===== config.mk =====
export PLATFORM = sky130hd
export DESIGN_NAME = control_unit_flat
export DESIGN_NICKNAME = d
export VERILOG_FILES = /design/src/rtl/control_unit_if.sv /design/src/rtl/control_unit.sv /design/src/flat_wrapper.sv
export SDC_FILE = /design/constraint.sdc
export NUM_CORES = 1
export LEC_CHECK = 0
export CORE_UTILIZATION = 40
export DETAILED_ROUTE_END_ITERATION = 12
export GPL_ROUTABILITY_DRIVEN = 0
export GPL_TIMING_DRIVEN = 0
export PLACE_DENSITY = 0.76
export SETUP_SLACK_MARGIN = 0.02
export SLEW_MARGIN = 20
export SYNTH_ARGS = -nofsm -noshare
export SYNTH_HDL_FRONTEND = slang
export SYNTH_SLANG_ARGS = --single-unit

===== constraint.sdc =====
create_clock -name clk -period 5.7 [get_ports clk]
set_input_delay 1.14 -clock clk [delete_from_list [all_inputs] [get_ports clk]]
set_output_delay 1.14 -clock clk [all_outputs]
set_load 0.01 [all_outputs]

===== src/rtl/control_unit_if.sv =====
// rtl/control_unit_if.sv - control bundle between the multicycle control FSM and the MIPS datapath
interface control_unit_if #(
    parameter int WIDTH = 32
);
    logic [5:0]       op;
    logic [5:0]       Funct;
    logic             zero_i;
    logic             PCen;
    logic             IorD;
    logic             Ori;
    logic             MemWrite;
    logic             IRWrite;
    logic             RegDst;
    logic             MemtoReg;
    logic             RegWrite;
    logic             ALUSrcA;
    logic [1:0]       ALUSrcB;
    logic [2:0]       ALUControl;
    logic             PCsrc;
    logic             illegal_o;
    logic [WIDTH-1:0] instr_count_o;

    modport master (
        input  op, Funct, zero_i,
        output PCen, IorD, Ori, MemWrite, IRWrite, RegDst, MemtoReg, RegWrite,
               ALUSrcA, ALUSrcB, ALUControl, PCsrc, illegal_o, instr_count_o
    );

    modport slave (
        output op, Funct, zero_i,
        input  PCen, IorD, Ori, MemWrite, IRWrite, RegDst, MemtoReg, RegWrite,
               ALUSrcA, ALUSrcB, ALUControl, PCsrc, illegal_o, instr_count_o
    );
endinterface


===== src/rtl/control_unit.sv =====
// rtl/control_unit.sv - multicycle MIPS control FSM with retired-instruction counter
module control_unit #(
    parameter int WIDTH = 32
) (
    input  logic          clk,
    input  logic          reset,
    control_unit_if.master bus
);
    localparam logic [5:0] OP_R    = 6'b000000;
    localparam logic [5:0] OP_LW   = 6'b100011;
    localparam logic [5:0] OP_SW   = 6'b101011;
    localparam logic [5:0] OP_BEQ  = 6'b000100;
    localparam logic [5:0] OP_ADDI = 6'b001000;
    localparam logic [5:0] OP_ORI  = 6'b001101;
    localparam logic [5:0] OP_J    = 6'b000010;
    localparam logic [5:0] OP_IN   = 6'b111111;

    typedef enum logic [3:0] {
        S_INIT, S_FETCH, S_DECODE, S_MEMADR, S_MEMREAD, S_MEMWB, S_MEMWRITE,
        S_EXECUTE, S_ALUWB, S_IEXEC, S_IWB, S_BRANCH, S_JUMP
    } state_t;

    typedef struct packed {
        logic       pcwrite;
        logic       branch;
        logic       iord;
        logic       ori;
        logic       memwrite;
        logic       irwrite;
        logic       regdst;
        logic       memtoreg;
        logic       regwrite;
        logic       alusrca;
        logic [1:0] alusrcb;
        logic [2:0] aluctrl;
        logic       pcsrc;
    } ctrl_t;

    state_t           state;
    state_t           nxt;
    ctrl_t            ctrl;
    logic [5:0]       op_r;
    logic [5:0]       funct_r;
    logic [5:0]       sel_op;
    logic [5:0]       sel_funct;
    logic             bad;
    logic             retire;
    logic [WIDTH-1:0] count;

    function automatic logic funct_ok(input logic [5:0] f);
        return (f == 6'b100000) || (f == 6'b100010) || (f == 6'b100100) ||
               (f == 6'b100101) || (f == 6'b101010);
    endfunction

    function automatic logic [2:0] funct_alu(input logic [5:0] f);
        logic [2:0] a;
        case (f)
            6'b100000: a = 3'b010;
            6'b100010: a = 3'b110;
            6'b100100: a = 3'b000;
            6'b100101: a = 3'b001;
            6'b101010: a = 3'b111;
            default:   a = 3'b000;
        endcase
        return a;
    endfunction

    // Outputs for the state being entered; o/f are the opcode/funct that state will act on.
    function automatic ctrl_t ctrl_of(input state_t s, input logic [5:0] o, input logic [5:0] f);
        ctrl_t c;
        c = '0;
        case (s)
            S_FETCH: begin
                c.irwrite = 1'b1;
                c.alusrcb = 2'b01;
                c.aluctrl = 3'b010;
                c.pcwrite = 1'b1;
            end
            S_DECODE: begin
                c.alusrcb = 2'b11;
                c.aluctrl = 3'b010;
            end
            S_MEMADR: begin
                c.alusrca = 1'b1;
                c.alusrcb = 2'b10;
                c.aluctrl = 3'b010;
            end
            S_MEMREAD: c.iord = 1'b1;
            S_MEMWB: begin
                c.memtoreg = 1'b1;
                c.regwrite = 1'b1;
            end
            S_MEMWRITE: begin
                c.iord     = 1'b1;
                c.memwrite = 1'b1;
            end
            S_EXECUTE: begin
                c.alusrca = 1'b1;
                c.aluctrl = funct_alu(f);
            end
            S_ALUWB: begin
                c.regdst   = 1'b1;
                c.regwrite = 1'b1;
            end
            S_IEXEC: begin
                c.alusrca = 1'b1;
                c.alusrcb = 2'b10;
                c.aluctrl = (o == OP_ORI) ? 3'b001 : 3'b010;
                c.ori     = (o == OP_IN);
            end
            // Ori and the ALU operation stay as in IEXEC so the write-back value is stable.
            S_IWB: begin
                c.regwrite = 1'b1;
                c.aluctrl  = (o == OP_ORI) ? 3'b001 : 3'b010;
                c.ori      = (o == OP_IN);
            end
            S_BRANCH: begin
                c.alusrca = 1'b1;
                c.aluctrl = 3'b110;
                c.pcsrc   = 1'b1;
                c.branch  = 1'b1;
            end
            S_JUMP: begin
                c.aluctrl = 3'b011;
                c.pcwrite = 1'b1;
            end
            default: c = '0;
        endcase
        return c;
    endfunction

    always_comb begin
        nxt = state;
        bad = 1'b0;
        case (state)
            S_INIT:   nxt = S_FETCH;
            S_FETCH:  nxt = S_DECODE;
            S_DECODE: begin
                case (bus.op)
                    OP_LW, OP_SW:           nxt = S_MEMADR;
                    OP_R:                   if (funct_ok(bus.Funct)) nxt = S_EXECUTE;
                                            else bad = 1'b1;
                    OP_ADDI, OP_ORI, OP_IN: nxt = S_IEXEC;
                    OP_BEQ:                 nxt = S_BRANCH;
                    OP_J:                   nxt = S_JUMP;
                    default:                bad = 1'b1;
                endcase
                if (bad) nxt = S_FETCH;
            end
            S_MEMADR:  nxt = (op_r == OP_LW) ? S_MEMREAD : S_MEMWRITE;
            S_MEMREAD: nxt = S_MEMWB;
            S_EXECUTE: nxt = S_ALUWB;
            S_IEXEC:   nxt = S_IWB;
            default:   nxt = S_FETCH;
        endcase
    end

    assign retire = (state == S_MEMWB) || (state == S_MEMWRITE) || (state == S_ALUWB) ||
                    (state == S_IWB) || (state == S_BRANCH) || (state == S_JUMP);

    // The instruction register is only trusted during DECODE; afterwards the captured copy is used.
    assign sel_op    = (state == S_DECODE) ? bus.op    : op_r;
    assign sel_funct = (state == S_DECODE) ? bus.Funct : funct_r;

    always_ff @(posedge clk or negedge reset) begin
        if (!reset) begin
            state   <= S_INIT;
            ctrl    <= '0;
            op_r    <= '0;
            funct_r <= '0;
            count   <= '0;
        end else begin
            state <= nxt;
            ctrl  <= ctrl_of(nxt, sel_op, sel_funct);
            if (state == S_DECODE) begin
                op_r    <= bus.op;
                funct_r <= bus.Funct;
            end
            if (retire) count <= count + WIDTH'(1);
        end
    end

    assign bus.PCen          = ctrl.pcwrite | (ctrl.branch & bus.zero_i);
    assign bus.IorD          = ctrl.iord;
    assign bus.Ori           = ctrl.ori;
    assign bus.MemWrite      = ctrl.memwrite;
    assign bus.IRWrite       = ctrl.irwrite;
    assign bus.RegDst        = ctrl.regdst;
    assign bus.MemtoReg      = ctrl.memtoreg;
    assign bus.RegWrite      = ctrl.regwrite;
    assign bus.ALUSrcA       = ctrl.alusrca;
    assign bus.ALUSrcB       = ctrl.alusrcb;
    assign bus.ALUControl    = ctrl.aluctrl;
    assign bus.PCsrc         = ctrl.pcsrc;
    assign bus.illegal_o     = (state == S_DECODE) && bad;
    assign bus.instr_count_o = count;
endmodule


===== src/flat_wrapper.sv =====
// flat-port wrapper written by rule: the top's interface ports become plain ports
module control_unit_flat 
#(
    parameter int WIDTH = 32
)
  (clk, reset, bus_op, bus_Funct, bus_zero_i, bus_PCen, bus_IorD, bus_Ori, bus_MemWrite, bus_IRWrite, bus_RegDst, bus_MemtoReg, bus_RegWrite, bus_ALUSrcA, bus_ALUSrcB, bus_ALUControl, bus_PCsrc, bus_illegal_o, bus_instr_count_o);
  control_unit_if #(.WIDTH(WIDTH)) bus_i ();
  input  logic clk;
  input  logic reset;
  input wire logic [$bits(bus_i.op)-1:0] bus_op;
  input wire logic [$bits(bus_i.Funct)-1:0] bus_Funct;
  input wire logic [$bits(bus_i.zero_i)-1:0] bus_zero_i;
  output wire logic [$bits(bus_i.PCen)-1:0] bus_PCen;
  output wire logic [$bits(bus_i.IorD)-1:0] bus_IorD;
  output wire logic [$bits(bus_i.Ori)-1:0] bus_Ori;
  output wire logic [$bits(bus_i.MemWrite)-1:0] bus_MemWrite;
  output wire logic [$bits(bus_i.IRWrite)-1:0] bus_IRWrite;
  output wire logic [$bits(bus_i.RegDst)-1:0] bus_RegDst;
  output wire logic [$bits(bus_i.MemtoReg)-1:0] bus_MemtoReg;
  output wire logic [$bits(bus_i.RegWrite)-1:0] bus_RegWrite;
  output wire logic [$bits(bus_i.ALUSrcA)-1:0] bus_ALUSrcA;
  output wire logic [$bits(bus_i.ALUSrcB)-1:0] bus_ALUSrcB;
  output wire logic [$bits(bus_i.ALUControl)-1:0] bus_ALUControl;
  output wire logic [$bits(bus_i.PCsrc)-1:0] bus_PCsrc;
  output wire logic [$bits(bus_i.illegal_o)-1:0] bus_illegal_o;
  output wire logic [$bits(bus_i.instr_count_o)-1:0] bus_instr_count_o;
  assign bus_i.op = bus_op;
  assign bus_i.Funct = bus_Funct;
  assign bus_i.zero_i = bus_zero_i;
  assign bus_PCen = bus_i.PCen;
  assign bus_IorD = bus_i.IorD;
  assign bus_Ori = bus_i.Ori;
  assign bus_MemWrite = bus_i.MemWrite;
  assign bus_IRWrite = bus_i.IRWrite;
  assign bus_RegDst = bus_i.RegDst;
  assign bus_MemtoReg = bus_i.MemtoReg;
  assign bus_RegWrite = bus_i.RegWrite;
  assign bus_ALUSrcA = bus_i.ALUSrcA;
  assign bus_ALUSrcB = bus_i.ALUSrcB;
  assign bus_ALUControl = bus_i.ALUControl;
  assign bus_PCsrc = bus_i.PCsrc;
  assign bus_illegal_o = bus_i.illegal_o;
  assign bus_instr_count_o = bus_i.instr_count_o;
  control_unit #(.WIDTH(WIDTH)) u_core (.clk(clk), .reset(reset), .bus(bus_i));
endmodule

==> metrics.txt <==
# TYPE chip_impl_metric gauge
chip_impl_info{name="outcome",value="finished, final reports clean"} 1
chip_impl_metric{name="worst_path_arrival_time",unit="ns"} 3.12
chip_impl_metric{name="cts_post_setup_buffers_inserted",unit=""} 0
chip_impl_metric{name="cts_hold_buf",unit=""} 0
chip_impl_metric{name="setup-tns-final",unit="ns"} 0
chip_impl_metric{name="dpl.hpwl",unit="um"} 4650
chip_impl_metric{name="syn-instance-count",unit=""} 306
chip_impl_metric{name="area_overhead_vs_synth",unit="%"} 29.8
chip_impl_metric{name="postRouteAntennaNets",unit=""} 0
chip_impl_metric{name="cts-buffers-inserted",unit=""} 9
chip_impl_metric{name="final.min_clock_period",unit="ns"} 4.26
chip_impl_metric{name="ios",unit=""} 63
chip_impl_metric{name="wl_per_instance",unit="um"} 13.0
chip_impl_metric{name="die_y",unit="um"} 91.2
chip_impl_metric{name="global_route.overflow_total",unit=""} 0
chip_impl_metric{name="vdd_ir_drop_max",unit="mV"} 0.192
chip_impl_info{name="hold_path.startpoint",value="u_core.bus.instr_count_o[31]"} 1
chip_impl_metric{name="cts-htree-levels",unit=""} 3
chip_impl_metric{name="synthArstFlopShare",unit="%"} 100
chip_impl_metric{name="yosysUniqueCellTypes",unit=""} 57
chip_impl_metric{name="synthesized_net_count",unit=""} 322
chip_impl_info{name="hold_class",value="reg2reg"} 1
chip_impl_metric{name="pwr-share-comb",unit="%"} 35.5
chip_impl_metric{name="synthesis.area_per_instance",unit="um^2"} 10.4
chip_impl_metric{name="clk_pin_slew",unit="ns"} 0.07
chip_impl_info{name="start_of_the_worst_register_to_register_path",value="u_core.bus.instr_count_o[6]"} 1
chip_impl_metric{name="drcViolationCount",unit=""} 0
chip_impl_metric{name="max-cap-violations",unit=""} 0
chip_impl_metric{name="critical_path_peak_fanout",unit=""} 10
chip_impl_info{name="critical_path.slowest_cell",value="sky130_fd_sc_hd__clkdlybuf4s50_1"} 1
chip_impl_metric{name="ys.warnings.count",unit=""} 0
chip_impl_metric{name="final_hold_viol_count",unit=""} 0
chip_impl_info{name="crit_path_end",value="bus_illegal_o"} 1
chip_impl_metric{name="syn_area",unit="um^2"} 3180
chip_impl_metric{name="register_area",unit="um^2"} 1580
chip_impl_metric{name="clock_tree.buffer_depth",unit=""} 2
chip_impl_metric{name="intPower",unit="mW"} 1.04
chip_impl_metric{name="die_width",unit="um"} 91.2
chip_impl_info{name="crit_path_cell_trace",value="clkdlybuf4s50_1 > clkbuf_4 > nand3_1 > o21ai_0 > and3_1 > o21ai_0 > a21oi_1 > nor2_1 > clkdlybuf4s50_1"} 1
chip_impl_metric{name="clock_power_share",unit="%"} 25.3
chip_impl_metric{name="powerDensity",unit="nW/um^2"} 378
chip_impl_metric{name="reg2reg_slack",unit="ns"} 3.56
chip_impl_metric{name="cp_data_required_time",unit="ns"} 4.56
chip_impl_metric{name="fmax",unit="GHz"} 0.235
chip_impl_metric{name="max-slew-margin-rel",unit="%"} 67.3
chip_impl_metric{name="drt_iter0_markers",unit=""} 115
chip_impl_metric{name="switchingPower",unit="mW"} 0.519
chip_impl_metric{name="vias_per_cell",unit=""} 5.04
chip_impl_metric{name="gr-usage-all-layers",unit="%"} 16.5
chip_impl_metric{name="clk_latency",unit="ns"} 0.34
chip_impl_metric{name="ys_ff_latch",unit=""} 63
chip_impl_metric{name="drive_gt1_share",unit="%"} 13.4
chip_impl_metric{name="grt_pass1_wl",unit="um"} 10700
chip_impl_metric{name="cts.sink_count",unit=""} 63
chip_impl_info{name="tritoncts",value="done"} 1
chip_impl_metric{name="num_antenna_cells",unit=""} 0
chip_impl_info{name="critPathKind",value="in2out"} 1
chip_impl_metric{name="buffer_ports.inserted",unit=""} 59
chip_impl_metric{name="die-area",unit="um^2"} 8320
chip_impl_metric{name="tightest_slew",unit="ns"} 0.486
chip_impl_info{name="grt_setup_unrepaired",value="no"} 1
chip_impl_metric{name="layout.filler_cells",unit=""} 703
chip_impl_metric{name="rr_worst_depth",unit=""} 6
chip_impl_metric{name="setup-violations-final",unit=""} 0
chip_impl_metric{name="synth_edf_count",unit=""} 0
chip_impl_metric{name="wirelength",unit="um"} 6280
chip_impl_info{name="synth-main-ff-cell",value="sky130_fd_sc_hd__dfrtp_1"} 1
chip_impl_metric{name="via_count_of_the_first_global_routing_pass",unit=""} 2327
chip_impl_metric{name="drtPass1Iterations",unit=""} 4
chip_impl_metric{name="cts.repair.resized",unit=""} 0
chip_impl_metric{name="grt_start_max_net_pins",unit=""} 60
chip_impl_metric{name="multi_input_area",unit="um^2"} 1400
chip_impl_metric{name="switching_share",unit="%"} 33.2
chip_impl_metric{name="cellLeakagePower",unit="nW"} 1.87
chip_impl_metric{name="seq_area_frac_synth",unit="%"} 49.5
chip_impl_metric{name="grt_antenna_before_repair",unit=""} 0
chip_impl_metric{name="crit_path_max_incr_delay",unit="ns"} 0.55
chip_impl_metric{name="layout_net_count",unit=""} 393
chip_impl_metric{name="seq_power_share",unit="%"} 39.2
chip_impl_metric{name="num_rows",unit=""} 32
chip_impl_info{name="clk_root_buffer_cell",value="sky130_fd_sc_hd__clkbuf_8"} 1
chip_impl_info{name="timing.critical_path.from",value="bus_op[2]"} 1
chip_impl_info{name="setup.worst_path.start_class",value="primary input"} 1
chip_impl_info{name="critPathCaptureType",value="primary output"} 1
chip_impl_metric{name="coreArea",unit="um^2"} 7730
chip_impl_metric{name="final.period_utilization",unit="%"} 74.8
chip_impl_metric{name="slew_violations",unit=""} 0
chip_impl_metric{name="timing.clock.skew",unit="ns"} 0.00570
chip_impl_metric{name="routed-via-count",unit=""} 2441
chip_impl_metric{name="whs",unit="ns"} 0.471
chip_impl_metric{name="initial_utilization",unit="%"} 41.2
chip_impl_info{name="r2r-end",value="u_core.bus.instr_count_o[27]"} 1
==> cell usage after synthesis, types with 2 or more instances <==
cell type,number,share of area [%]
sky130_fd_sc_hd__dfrtp_1,63,50
sky130_fd_sc_hd__nand2_1,45,5.3
sky130_fd_sc_hd__xnor2_1,23,6.3
sky130_fd_sc_hd__nand3_1,19,3.0
sky130_fd_sc_hd__nor2_1,17,2.0
sky130_fd_sc_hd__xor2_1,10,2.8
sky130_fd_sc_hd__and3_1,9,1.8
sky130_fd_sc_hd__inv_1,9,1.1
sky130_fd_sc_hd__o21ai_0,9,1.4
sky130_fd_sc_hd__a21oi_1,8,1.3
sky130_fd_sc_hd__nor3_1,8,1.3
sky130_fd_sc_hd__buf_4,7,1.7
sky130_fd_sc_hd__nand4_1,7,1.4
sky130_fd_sc_hd__and2_1,6,1.2
sky130_fd_sc_hd__buf_6,6,2.1
sky130_fd_sc_hd__mux2i_1,6,1.9
sky130_fd_sc_hd__nand2b_1,5,0.98
sky130_fd_sc_hd__and4_1,3,0.83
sky130_fd_sc_hd__clkbuf_8,3,1.3
sky130_fd_sc_hd__a31oi_1,2,0.39
sky130_fd_sc_hd__and2b_1,2,0.47
sky130_fd_sc_hd__nor3b_1,2,0.47
sky130_fd_sc_hd__nor4_4,2,1.3
sky130_fd_sc_hd__nor4bb_1,2,0.63
==> kinds of logic (layout without fill, tap and decap cells) <==
kind of cell	count (synthesis)	in the layout	share of synthesized area, %
AND/OR/NAND/NOR	142	142	25.4
buffers and inverters	28	104	6.61
AO/OA/AOI/OAI	32	32	6.72
multiplexers	7	7	2.24
flip-flops	63	63	49.5
XOR/XNOR	33	33	9.08
adder cells (fa/ha/maj)	1	1	0.393
==> cell type report <==
| cell class | instances | area share [%] |
|---|---|---|
| clock inverters | 6 | 1.67 |
| multi-input cells | 215 | 33.8 |
| flip-flops and latches | 63 | 38.2 |
| well taps | 102 | 3.09 |
| clock buffers | 10 | 3.33 |
| inverters | 10 | 0.909 |
| plain buffers | 18 | 4.18 |
| repair buffers | 60 | 14.9 |
==> worst min path at each step <==
stage / slack, ns / cells after the start / endpoint
floorplan: 0.44 / 2 / u_core.funct_r[5]
global placement: 0.46 / 2 / u_core.funct_r[5]
detailed placement: 0.46 / 2 / u_core.funct_r[5]
CTS: 0.48 / 2 / u_core.funct_r[5]
global route: 0.50 / 2 / u_core.funct_r[5]
finish: 0.47 / 1 / u_core.bus.instr_count_o[31]
==> state kept, by name (all words and copies together), names as in the netlist <==
signal	flops
u_core.bus.instr_count_o	32
u_core.funct_r	6
u_core.op_r	6
u_core.state	4
u_core.bus.ALUControl	3
u_core.bus.ALUSrcB	2
u_core.bus.ALUSrcA	1
u_core.bus.IRWrite	1
u_core.bus.IorD	1
u_core.bus.MemWrite	1
u_core.bus.MemtoReg	1
u_core.bus.Ori	1
u_core.bus.PCsrc	1
u_core.bus.RegDst	1
u_core.bus.RegWrite	1
u_core.ctrl	1
==> cell usage in the layout (no fill, tap or decap), drive strengths merged, types with 4 or more instances in the layout <==
| cell type | Yosys | routed |
|---|---|---|
| nand3 | 19 | 19 |
| nor3 | 10 | 10 |
| xor2 | 10 | 10 |
| clkdlybuf4s50 | 0 | 58 |
| buf | 13 | 15 |
| nor4 | 4 | 4 |
| nor2 | 17 | 17 |
| xnor2 | 23 | 23 |
| nand4 | 7 | 7 |
| a21oi | 8 | 8 |
| clkbuf | 5 | 15 |
| nand2 | 45 | 45 |
| mux2i | 6 | 6 |
| nand2b | 5 | 5 |
| and2 | 7 | 7 |
| inv | 10 | 11 |
| o21ai | 10 | 10 |
| and3 | 9 | 9 |
| dfrtp | 63 | 63 |
==> per-layer routing <==
metal	GRT usage (%)	vias to the layer above	part of all wire (%)
li1	-	1193	-
met5	0	-	0
met2	28.3	78	49
met1	19.7	1161	45
met3	5.28	9	5.1
met4	5.16	0	1.4
==> per-stage QoR <==
stage               setup WS, ns  instance area [um^2]  power [mW]  instances  util, %
floorplan                   2.51                  3180       0.977        306        -
global placement            1.49                  3900        1.16        467     50.5
detailed placement          1.49                  3930        1.18        468     50.8
CTS                         1.48                  4130        1.58        484     53.5
global route                1.31                  4130        1.67        484     53.5
finish                      1.44                  4130        1.56        484     53.5
==> worst max-delay path: cells and delay by family <==
kind,cells,cell delay [ns]
compound gates,3,0.42
buf+inv,3,1.20
simple gates,3,0.37
==> power by group through the flow <==
stage          registers (mW)  logic [mW]  clock network, mW
2_1_floorplan           0.623       0.354                  0
3_3_place_gp            0.619       0.544                  0
3_5_place_dp            0.622       0.559                  0
4_1_cts                 0.614       0.562              0.407
5_1_grt                 0.625       0.617              0.428
6_report                0.613       0.555              0.394
No activity file was read; power rests on OpenSTA's default activity.
